`src/rtl/hazard_stall_unit.sv`:
```
// Stall/flush controller for the 5-stage pipeline: load-use bubbles, branch/jump squashes,
// data-memory wait freezes with a sticky timeout, and a saturating stall-cycle counter.
module hazard_stall_unit #(
  parameter int unsigned MEM_TIMEOUT = 64,
  parameter int unsigned CNT_W       = 16
) (
  input  logic             clk,
  input  logic             rst,
  input  logic             MemRd_EX,
  input  logic [4:0]       Rd_EX,
  input  logic [4:0]       Ra_ID,
  input  logic [4:0]       Rb_ID,
  input  logic             UseRa_ID,
  input  logic             UseRb_ID,
  input  logic             MemWr_ID,
  input  logic             BrTaken_EX,
  input  logic             Jump_ID,
  input  logic             MemReq_M,
  input  logic             MemReady,
  output logic             PCWr,
  output logic             IF_ID_Wr,
  output logic             IF_ID_Flush,
  output logic             ID_EX_Flush,
  output logic             EX_M_Wr,
  output logic             M_WB_Wr,
  output logic [CNT_W-1:0] stall_cnt,
  output logic             mem_timeout
);

  localparam int unsigned WaitW = $clog2(MEM_TIMEOUT + 1);

  typedef enum logic [1:0] {StRun, StLuBubble, StMemWait, StErr} state_e;

  state_e             state_q, state_d;
  logic [WaitW-1:0]   wait_cnt_q, wait_cnt_d;
  logic [CNT_W-1:0]   stall_cnt_q, stall_cnt_d;
  logic               mem_timeout_q, mem_timeout_d;

  logic lu, freeze;
  logic pc_wr, if_id_wr, if_id_flush, id_ex_flush, ex_m_wr, m_wb_wr;

  // A store whose only match is its data operand (Rb) is served by store-data forwarding.
  assign lu = MemRd_EX & (Rd_EX != 5'd0) &
              ((UseRa_ID & (Ra_ID == Rd_EX)) | (UseRb_ID & (Rb_ID == Rd_EX) & ~MemWr_ID));
  assign freeze = MemReq_M & ~MemReady;

  always_comb begin
    state_d       = state_q;
    wait_cnt_d    = wait_cnt_q;
    mem_timeout_d = mem_timeout_q;
    pc_wr         = 1'b1;
    if_id_wr      = 1'b1;
    if_id_flush   = 1'b0;
    id_ex_flush   = 1'b0;
    ex_m_wr       = 1'b1;
    m_wb_wr       = 1'b1;

    if (rst) begin
      pc_wr         = 1'b0;
      if_id_wr      = 1'b0;
      ex_m_wr       = 1'b0;
      m_wb_wr       = 1'b0;
      if_id_flush   = 1'b1;
      id_ex_flush   = 1'b1;
      state_d       = StRun;
      wait_cnt_d    = '0;
      mem_timeout_d = 1'b0;
    end else if (state_q == StErr) begin
      pc_wr         = 1'b0;
      if_id_wr      = 1'b0;
      ex_m_wr       = 1'b0;
      m_wb_wr       = 1'b0;
      mem_timeout_d = 1'b1;
    end else if (freeze) begin
      pc_wr    = 1'b0;
      if_id_wr = 1'b0;
      ex_m_wr  = 1'b0;
      m_wb_wr  = 1'b0;
      if (state_q == StMemWait) begin
        if (wait_cnt_q == WaitW'(MEM_TIMEOUT)) begin
          state_d       = StErr;
          mem_timeout_d = 1'b1;
        end else begin
          wait_cnt_d = wait_cnt_q + 1'b1;
        end
      end else begin
        state_d    = StMemWait;
        wait_cnt_d = WaitW'(1);
      end
    end else begin
      state_d    = StRun;
      wait_cnt_d = '0;
      if (BrTaken_EX) begin
        if_id_flush = 1'b1;
        id_ex_flush = 1'b1;
      end else if (lu && (state_q != StLuBubble)) begin
        pc_wr       = 1'b0;
        if_id_wr    = 1'b0;
        id_ex_flush = 1'b1;
        state_d     = StLuBubble;
      end else if (Jump_ID) begin
        if_id_flush = 1'b1;
      end
    end
  end

  always_comb begin
    stall_cnt_d = stall_cnt_q;
    if (rst) begin
      stall_cnt_d = '0;
    end else if (!pc_wr && (stall_cnt_q != {CNT_W{1'b1}})) begin
      stall_cnt_d = stall_cnt_q + 1'b1;
    end
  end

  always_ff @(posedge clk) begin
    if (rst) begin
      state_q       <= StRun;
      wait_cnt_q    <= '0;
      stall_cnt_q   <= '0;
      mem_timeout_q <= 1'b0;
    end else begin
      state_q       <= state_d;
      wait_cnt_q    <= wait_cnt_d;
      stall_cnt_q   <= stall_cnt_d;
      mem_timeout_q <= mem_timeout_d;
    end
  end

  assign PCWr        = pc_wr;
  assign IF_ID_Wr    = if_id_wr;
  assign IF_ID_Flush = if_id_flush;
  assign ID_EX_Flush = id_ex_flush;
  assign EX_M_Wr     = ex_m_wr;
  assign M_WB_Wr     = m_wb_wr;
  assign stall_cnt   = stall_cnt_q;
  assign mem_timeout = mem_timeout_q;

endmodule

```
`config.mk`:
```
export PLATFORM = sky130hd
export DESIGN_NAME = hazard_stall_unit
export DESIGN_NICKNAME = d
export VERILOG_FILES = /design/src/rtl/hazard_stall_unit.sv
export SDC_FILE = /design/constraint.sdc
export NUM_CORES = 1
export LEC_CHECK = 0
export CAP_MARGIN = 20
export CORE_MARGIN = 4
export CORE_UTILIZATION = 42
export DETAILED_ROUTE_END_ITERATION = 16
export PLACE_DENSITY = 0.78
export SYNTH_ARGS = -nofsm -noshare
export SYNTH_HDL_FRONTEND = slang
export SYNTH_SLANG_ARGS = --single-unit
export TNS_END_PERCENT = 30
```
`constraint.sdc`:
```
create_clock -name clk -period 2.18 [get_ports clk]
set_input_delay 0.436 -clock clk [delete_from_list [all_inputs] [get_ports clk]]
set_output_delay 0.436 -clock clk [all_outputs]
set_load 0.03 [all_outputs]
```
==> results of run 1 <==
-- worst max path at each step --
stage | startpoint | to | slack, ps | cells after the start
floorplan | Rd_EX[3] | PCWr | -80 | 5
global placement | Rd_EX[4] | IF_ID_Wr | -500 | 7
detailed placement | Rd_EX[2] | IF_ID_Wr | -550 | 7
CTS | Rd_EX[0] | IF_ID_Flush | -50 | 7
global route | Ra_ID[1] | ID_EX_Flush | -100 | 9
finish | Rd_EX[0] | IF_ID_Wr | -60 | 6
-- registers in the layout (all words and copies together) (netlist names) --
signal       count
wait_cnt_q       7
mem_timeout      1
stall_cnt       16
state_q          2
-- worst min-delay path, cell delays in order (launching register included) --
cell and delay (ps):
dfxtp_1 340, inv_1 50, a21oi_1 50
-- synthesized netlist by cell type, types with 2 or more instances --
cell,number
inv_1,7
or3_2,6
xor2_1,13
a21oi_1,18
nor2_1,14
nor3_1,5
o31ai_1,3
clkbuf_1,3
and2_1,2
nand4_1,7
xnor2_1,2
nand3_1,9
or4_1,4
nor2b_1,3
nand2_1,8
nor4_1,2
dfxtp_1,26
buf_4,2
and3_1,3
nand2b_1,3
and4_1,2
ha_1,3
o21ai_0,15
or3_1,6
-- placed cells by master (no fill, tap or decap), types with 4 or more instances in the layout --
cell             instances
a21oi_1                 17
buf_2                    4
buf_4                   25
buf_6                    6
clkdlybuf4s50_1         24
dfxtp_1                 26
dlygate4sd2_1            6
inv_1                    7
nand2_1                  8
nand3_1                  9
nand4_1                  7
nor2_1                  12
o21ai_0                 13
or3_1                    6
or3_2                    6
xor2_1                  11
-- area by class of cell --
class / instances / area, µm² / area share
sequential: 26 / 520.5 / 0.2273
tap: 46 / 57.56 / 0.02514
multi-input combinational: 143 / 1006 / 0.4393
clock buffer: 4 / 36.28 / 0.01585
inverter: 7 / 26.28 / 0.01148
timing repair buffer: 71 / 643.1 / 0.2809
-- per-stage QoR --
stage | util | hold slack (ps) | std cells | TNS (ps) | instance area (µm²)
2_1_floorplan | - | 434.9 | 185 | -76.40 | 1539
3_3_place_gp | 0.6256 | 436.2 | 288 | -8860 | 2137
3_5_place_dp | 0.6256 | 440.2 | 288 | -9920 | 2137
4_1_cts | 0.6597 | 460.8 | 295 | -157.7 | 2253
5_1_grt | 0.6703 | 493.4 | 297 | -827.8 | 2290
6_report | 0.6703 | 455.5 | 297 | -222.8 | 2290
-- layer usage --
layer	GRT usage	routed length, µm
met1	0.2226	1693
met3	0.02627	92
met5	0	0
met2	0.3381	2191
met4	0.03722	32
-- power by group --
group / internal, mW / switching [mW]
registers: 0.482 / 0.00616
clock network: 0.102 / 0.142
logic: 0.109 / 0.107
-- what timing repair did --
action,4_1_cts,5_1_grt
endpoints found under the setup margin,21,12
buffers inserted,3,2
gates resized for setup,65,10
pin swaps,17,13
-- cell families after synthesis --
group | share of synthesized area
and+or+nand+nor | 0.2970
AOI/OAI and AO/OA | 0.1708
DFF | 0.3432
buffers and inverters | 0.06352
xor gates and xnor gates | 0.08664
adders and majority gates | 0.02476
muxes | 0.01403
==> impl_results.md, run 1 <==
- Worst-skew pair later-pin latency: ~320 ps
- Dpl hpwl: 2962 µm
- Sequential-to-total area share from yosys stat: 0.3432
- Max incr delay on CP: roughly 540 ps
- Synth top area share: 0.3432
- DR iter-0 viols: 44
- # hold bufs at CTS: 0
- Asr flop ratio synth: 0
- Final Slew Violations: 0
- Drt pass-1 iters: 6
- Synth Instances: around 190
- H-tree depth: 1
- RSZ-0062 raised after global routing: true
- Power after layout: around 0.95 mW
- Residual DRC count: 0
- Least-Margin Pin Slew: ~510 ps
- Synth warn: 0
- Arrival @ worst endpoint: between 1500 and 2000 ps
- Aggregate global-route resource usage: 0.1829
- Slowest CP cell: or4_4
- Initial antenna violation count: 0
- Clock transition time at the flip-flop clock pins of the worst setup and hold paths: about 150 ps
- Final hold violations: 0
- Largest net degree at the start of global routing: 28
- CP top delay family: simple AND/OR/NAND/NOR gates
- Vias: 1553
- Critical path peak fanout: 4
- Min Tclk post-route: between 2000 and 2500 ps
- Setup Crit Path Kind: in -> out
- Root Driver: clkbuf_4
- CTS max path bufs: 2
- Synth cell types: 43
- FP Rows: 21
- IO Port Bufs: between 40 and 50
- Fill cells: approximately 300
- Area leader, netlist: dfxtp_1
- Crit-path cells: buf_8 -> or4_4 -> o221ai_4 -> nor3_4 -> nor3_4 -> buf_6
- GP Congestion: between 0.7 and 0.8
- Syn-to-layout area delta: 50.99%
- Post-synthesis cell area: about 1500 µm²
- VDD IR max: between 0.3 and 0.4 mV
- EDFF count, synth: 0
- Final antenna-violating net count: 0
- CTS Sinks: 26
- First-pass GRT wire length: a little under 7000 µm
- CP Buf/Inv Count: 2
- Avg Cell Area, Syn: about 8.2 µm²
- ANT cells: 0
- Max Freq: roughly 0.45 GHz
- Leakage power: ~0.82 nW
- Status: finished, violations left
- Period utilization: 1.029
- Pre-CTS WS: -549.2 ps
- WL/cell: ~14 µm
- Core Area: around 3400 µm²
- Boundary Pins: between 40 and 50
- Initial Utilization: 0.4440
- Worst Hold Depth: 2
- Worst hold path class: reg -> reg
- Max_cap viols: 0
- R2r endpoint: stall_cnt[9]
- Die ar.: approximately 4600 µm²
- Primary FF master, synth: dfxtp_1
- Top cells by area, synth: dfxtp_1 (34%), xor2_1 (7.5%), a21oi_1 (5.9%)
- Die height: roughly 68 µm
- CTS tree: yes
- Yosys reg bits: 26
- Launch point of the worst reg-to-reg path: state_q[1]
- Die Wd: 68.09 µm
- NumNets Final: 280
- Final worst slack: -62.50 ps
- Vias per cell: roughly 5.2
- Final setup viols: 8
- Max Clock Skew: 16.16 ps
- CTS buffer count: 3
- Violated checks: setup timing
- Critical Path Most Common Cell: nor3_4
- Share of layout cells above drive strength 1: 0.2709
- Vias in the first global route: 1518
- Final WL: about 4000 µm
- Hold EP: mem_timeout
- Gr ovfl total: 0
- PwrDens: between 400 and 500 nW/µm²
- Worst path required time: 1740 ps
- Total nets after synthesis: 213
- Reg2Reg Setup Slack: 30 ps
- Slew headroom: 0.6586
- Worst setup SP type: primary input
- R2R cell count: 6
- CP Capture Type: primary output
- HP Start: mem_timeout
No activity file was read; power rests on OpenSTA's default activity.
==> run 2: changes to the inputs <==
--- a/config.mk
+++ b/config.mk
@@ -6,8 +6,10 @@
 export NUM_CORES = 1
 export LEC_CHECK = 0
 export CAP_MARGIN = 20
+export CELL_PAD_IN_SITES_DETAIL_PLACEMENT = 0
+export CELL_PAD_IN_SITES_GLOBAL_PLACEMENT = 1
 export CORE_MARGIN = 4
-export CORE_UTILIZATION = 42
+export CORE_UTILIZATION = 30
 export DETAILED_ROUTE_END_ITERATION = 16
 export PLACE_DENSITY = 0.78
 export SYNTH_ARGS = -nofsm -noshare
==> run 2 against run 1 <==
  * The flow still finishes with violations (setup timing)
  * Critical path depth is 2 higher
  * Sequential share of layout area shrank 1.2 points
  * Sequential power about the same
  * Non-clock buffer count increased by 6
  * Final area increased by 5.5%
  * Wire length increased by 10%
  * Via count rose by 3.2%
  * Clock-buffer cell count is the same
  * Sequential cell count unchanged
  * First-iteration DRC count grew 41%
  * Clock power increased by 27%
  * Utilization decreased by 17 points
  * Largest power group unchanged
  * Highest routed layer unchanged
==> impl_results.md, run 2 (synthesis gave the netlist of run 1 again) <==
- Grt met1 use: 0.1801
- Vias: roughly 1600
- Boundary Pins: 48
- IO Port Bufs: 47
- CTS Sinks: 26
- H-tree depth: 1
- Period utilization: 1.036
- Hold EP: mem_timeout
- R2r endpoint: stall_cnt[15]
- Final Slew Violations: 0
- Max FFs per register: 16
- Syn-to-layout area delta: 59.32%
- Gr ovfl total: 0
- ANT cells: 0
- Final hold violations: 0
- Critical path peak fanout: 4
- Setup TNS: -520.8 ps
- Most frequent cells in the layout: buf_4 (28), clkdlybuf4s50_1 (26), dfxtp_1 (26)
- HP Start: mem_timeout
- Worst hold path class: reg -> reg
- Min Tclk post-route: between 2000 and 2500 ps
- PwrDens: 428.8 nW/µm²
- Launch point of the worst reg-to-reg path: stall_cnt[0]
- Aggregate global-route resource usage: 0.1455
- Core Area: slightly below 5000 µm²
- CTS buffer count: 3
- # hold bufs at CTS: 0
- Largest net degree at the start of global routing: 28
- Worst-skew pair later-pin latency: ~260 ps
- Share of layout cells above drive strength 1: 0.2802
- Clock transition time at the flip-flop clock pins of the worst setup and hold paths: ~90 ps
- First-pass GRT wire length: roughly 7300 µm
- Power after layout: 1.036 mW
- Hold_ws: ~460 ps
- Max Freq: around 0.44 GHz
- VDD IR max: between 0.2 and 0.25 mV
- Worst setup SP type: primary input
- Vias per cell: roughly 5
- DR iter-0 viols: 62
- Worst Hold Depth: 2
- Initial antenna violation count: 0
- FP Rows: 25
- Die height: between 70 and 80 µm
- Least-Margin Pin Slew: 414.0 ps
- Final setup viols: 13
- Vias in the first global route: around 1600
- Drt pass-1 iters: 4
- Reg2Reg Setup Slack: about 60 ps
- R2R cell count: 8
- Final worst slack: -78.68 ps
- Root Driver: clkbuf_8
- Slew headroom: 0.7219
- Met3 GRT Util: 0.03741
- RSZ-0062 raised after global routing: true
- Final antenna-violating net count: 0
- Die Wd: 79.10 µm
- CP Capture Type: primary output
- Commonest non-fill, non-tap cell in the layout: buf_4
- Arrival @ worst endpoint: approximately 1800 ps
- NumNets Final: 286
- CTS tree: yes
- Leakage power: ~0.9 nW
- Worst path required time: approximately 1700 ps
- Status: finished, violations left
- Finished Core Util: 0.5016
- CTS max path bufs: 2
- Met2 Usage GRT: 0.2609
- Initial Utilization: 0.3148
- Max_cap viols: 0
- Die ar.: 6256 µm²
- Violated checks: setup timing
- Setup Crit Path Kind: in -> out
- Residual DRC count: 0
- GRT busiest layer: met2
- GP Congestion: approximately 0.77
- Final WL: around 4400 µm
- Dpl hpwl: approximately 3200 µm
- WL/cell: roughly 14 µm
- Max Clock Skew: ~4.9 ps
-- run 2: stage by stage --
step	cell area (µm²)	setup slack (ps)	instances
final	2416	-78.68	324
after global routing	2416	-164.6	324
after CTS	2367	-113.0	323
after detailed placement	2201	-581.4	314
after global placement	2201	-543.9	314
after floorplan	1539	-76.40	185
-- run 2: how the worst max path moves through the flow --
stage               slack [ps]          end     start  cells after the start
floorplan                  -80         PCWr  Rd_EX[3]                      5
global placement          -540         PCWr  Rd_EX[4]                      7
detailed placement        -580         PCWr  Rd_EX[4]                      7
CTS                       -110         PCWr  Rd_EX[1]                      7
global route              -160  IF_ID_Flush  Rb_ID[1]                      8
finish                     -80         PCWr  Rb_ID[1]                      8
-- run 2: cell type report --
type	instances	area, µm²
Inverter	7	26.28
Tap cell	67	83.83
Clock buffer	4	55.05
Timing Repair Buffer	77	713.2
Sequential cell	26	520.5
Fill cell	493	2401
Multi-Input combinational cell	143	1017
-- run 2: power breakdown --
group | internal, mW | switching (mW) | total [mW]
Sequential | 0.482 | 0.00419 | 0.486
Clock | 0.161 | 0.148 | 0.309
Combinational | 0.126 | 0.116 | 0.241
Total | 0.769 | 0.267 | 1.04
-- run 2: repair_timing --
action                                  4_1_cts  5_1_grt
pin swaps                                    25       12
resized for setup                            51       20
setup buffers                                 4        1
cloned                                        1        0
endpoints found under the setup margin       21       18
-- run 2: critical path, cell delays in order --
cell and delay [ps]:
dlygate4sd2_1 250, xor2_1 160, nor4_2 310, a32oi_4 110, buf_4 170, nor3_4 180, nor3_4 70, buf_6 150
-- run 2: layer usage --
layer / up-vias / share of wire
li1: 813 / -
met1: 738 / 0.45
met4: 0 / 0.0041
met3: 2 / 0.067
met2: 50 / 0.48
met5: - / 0
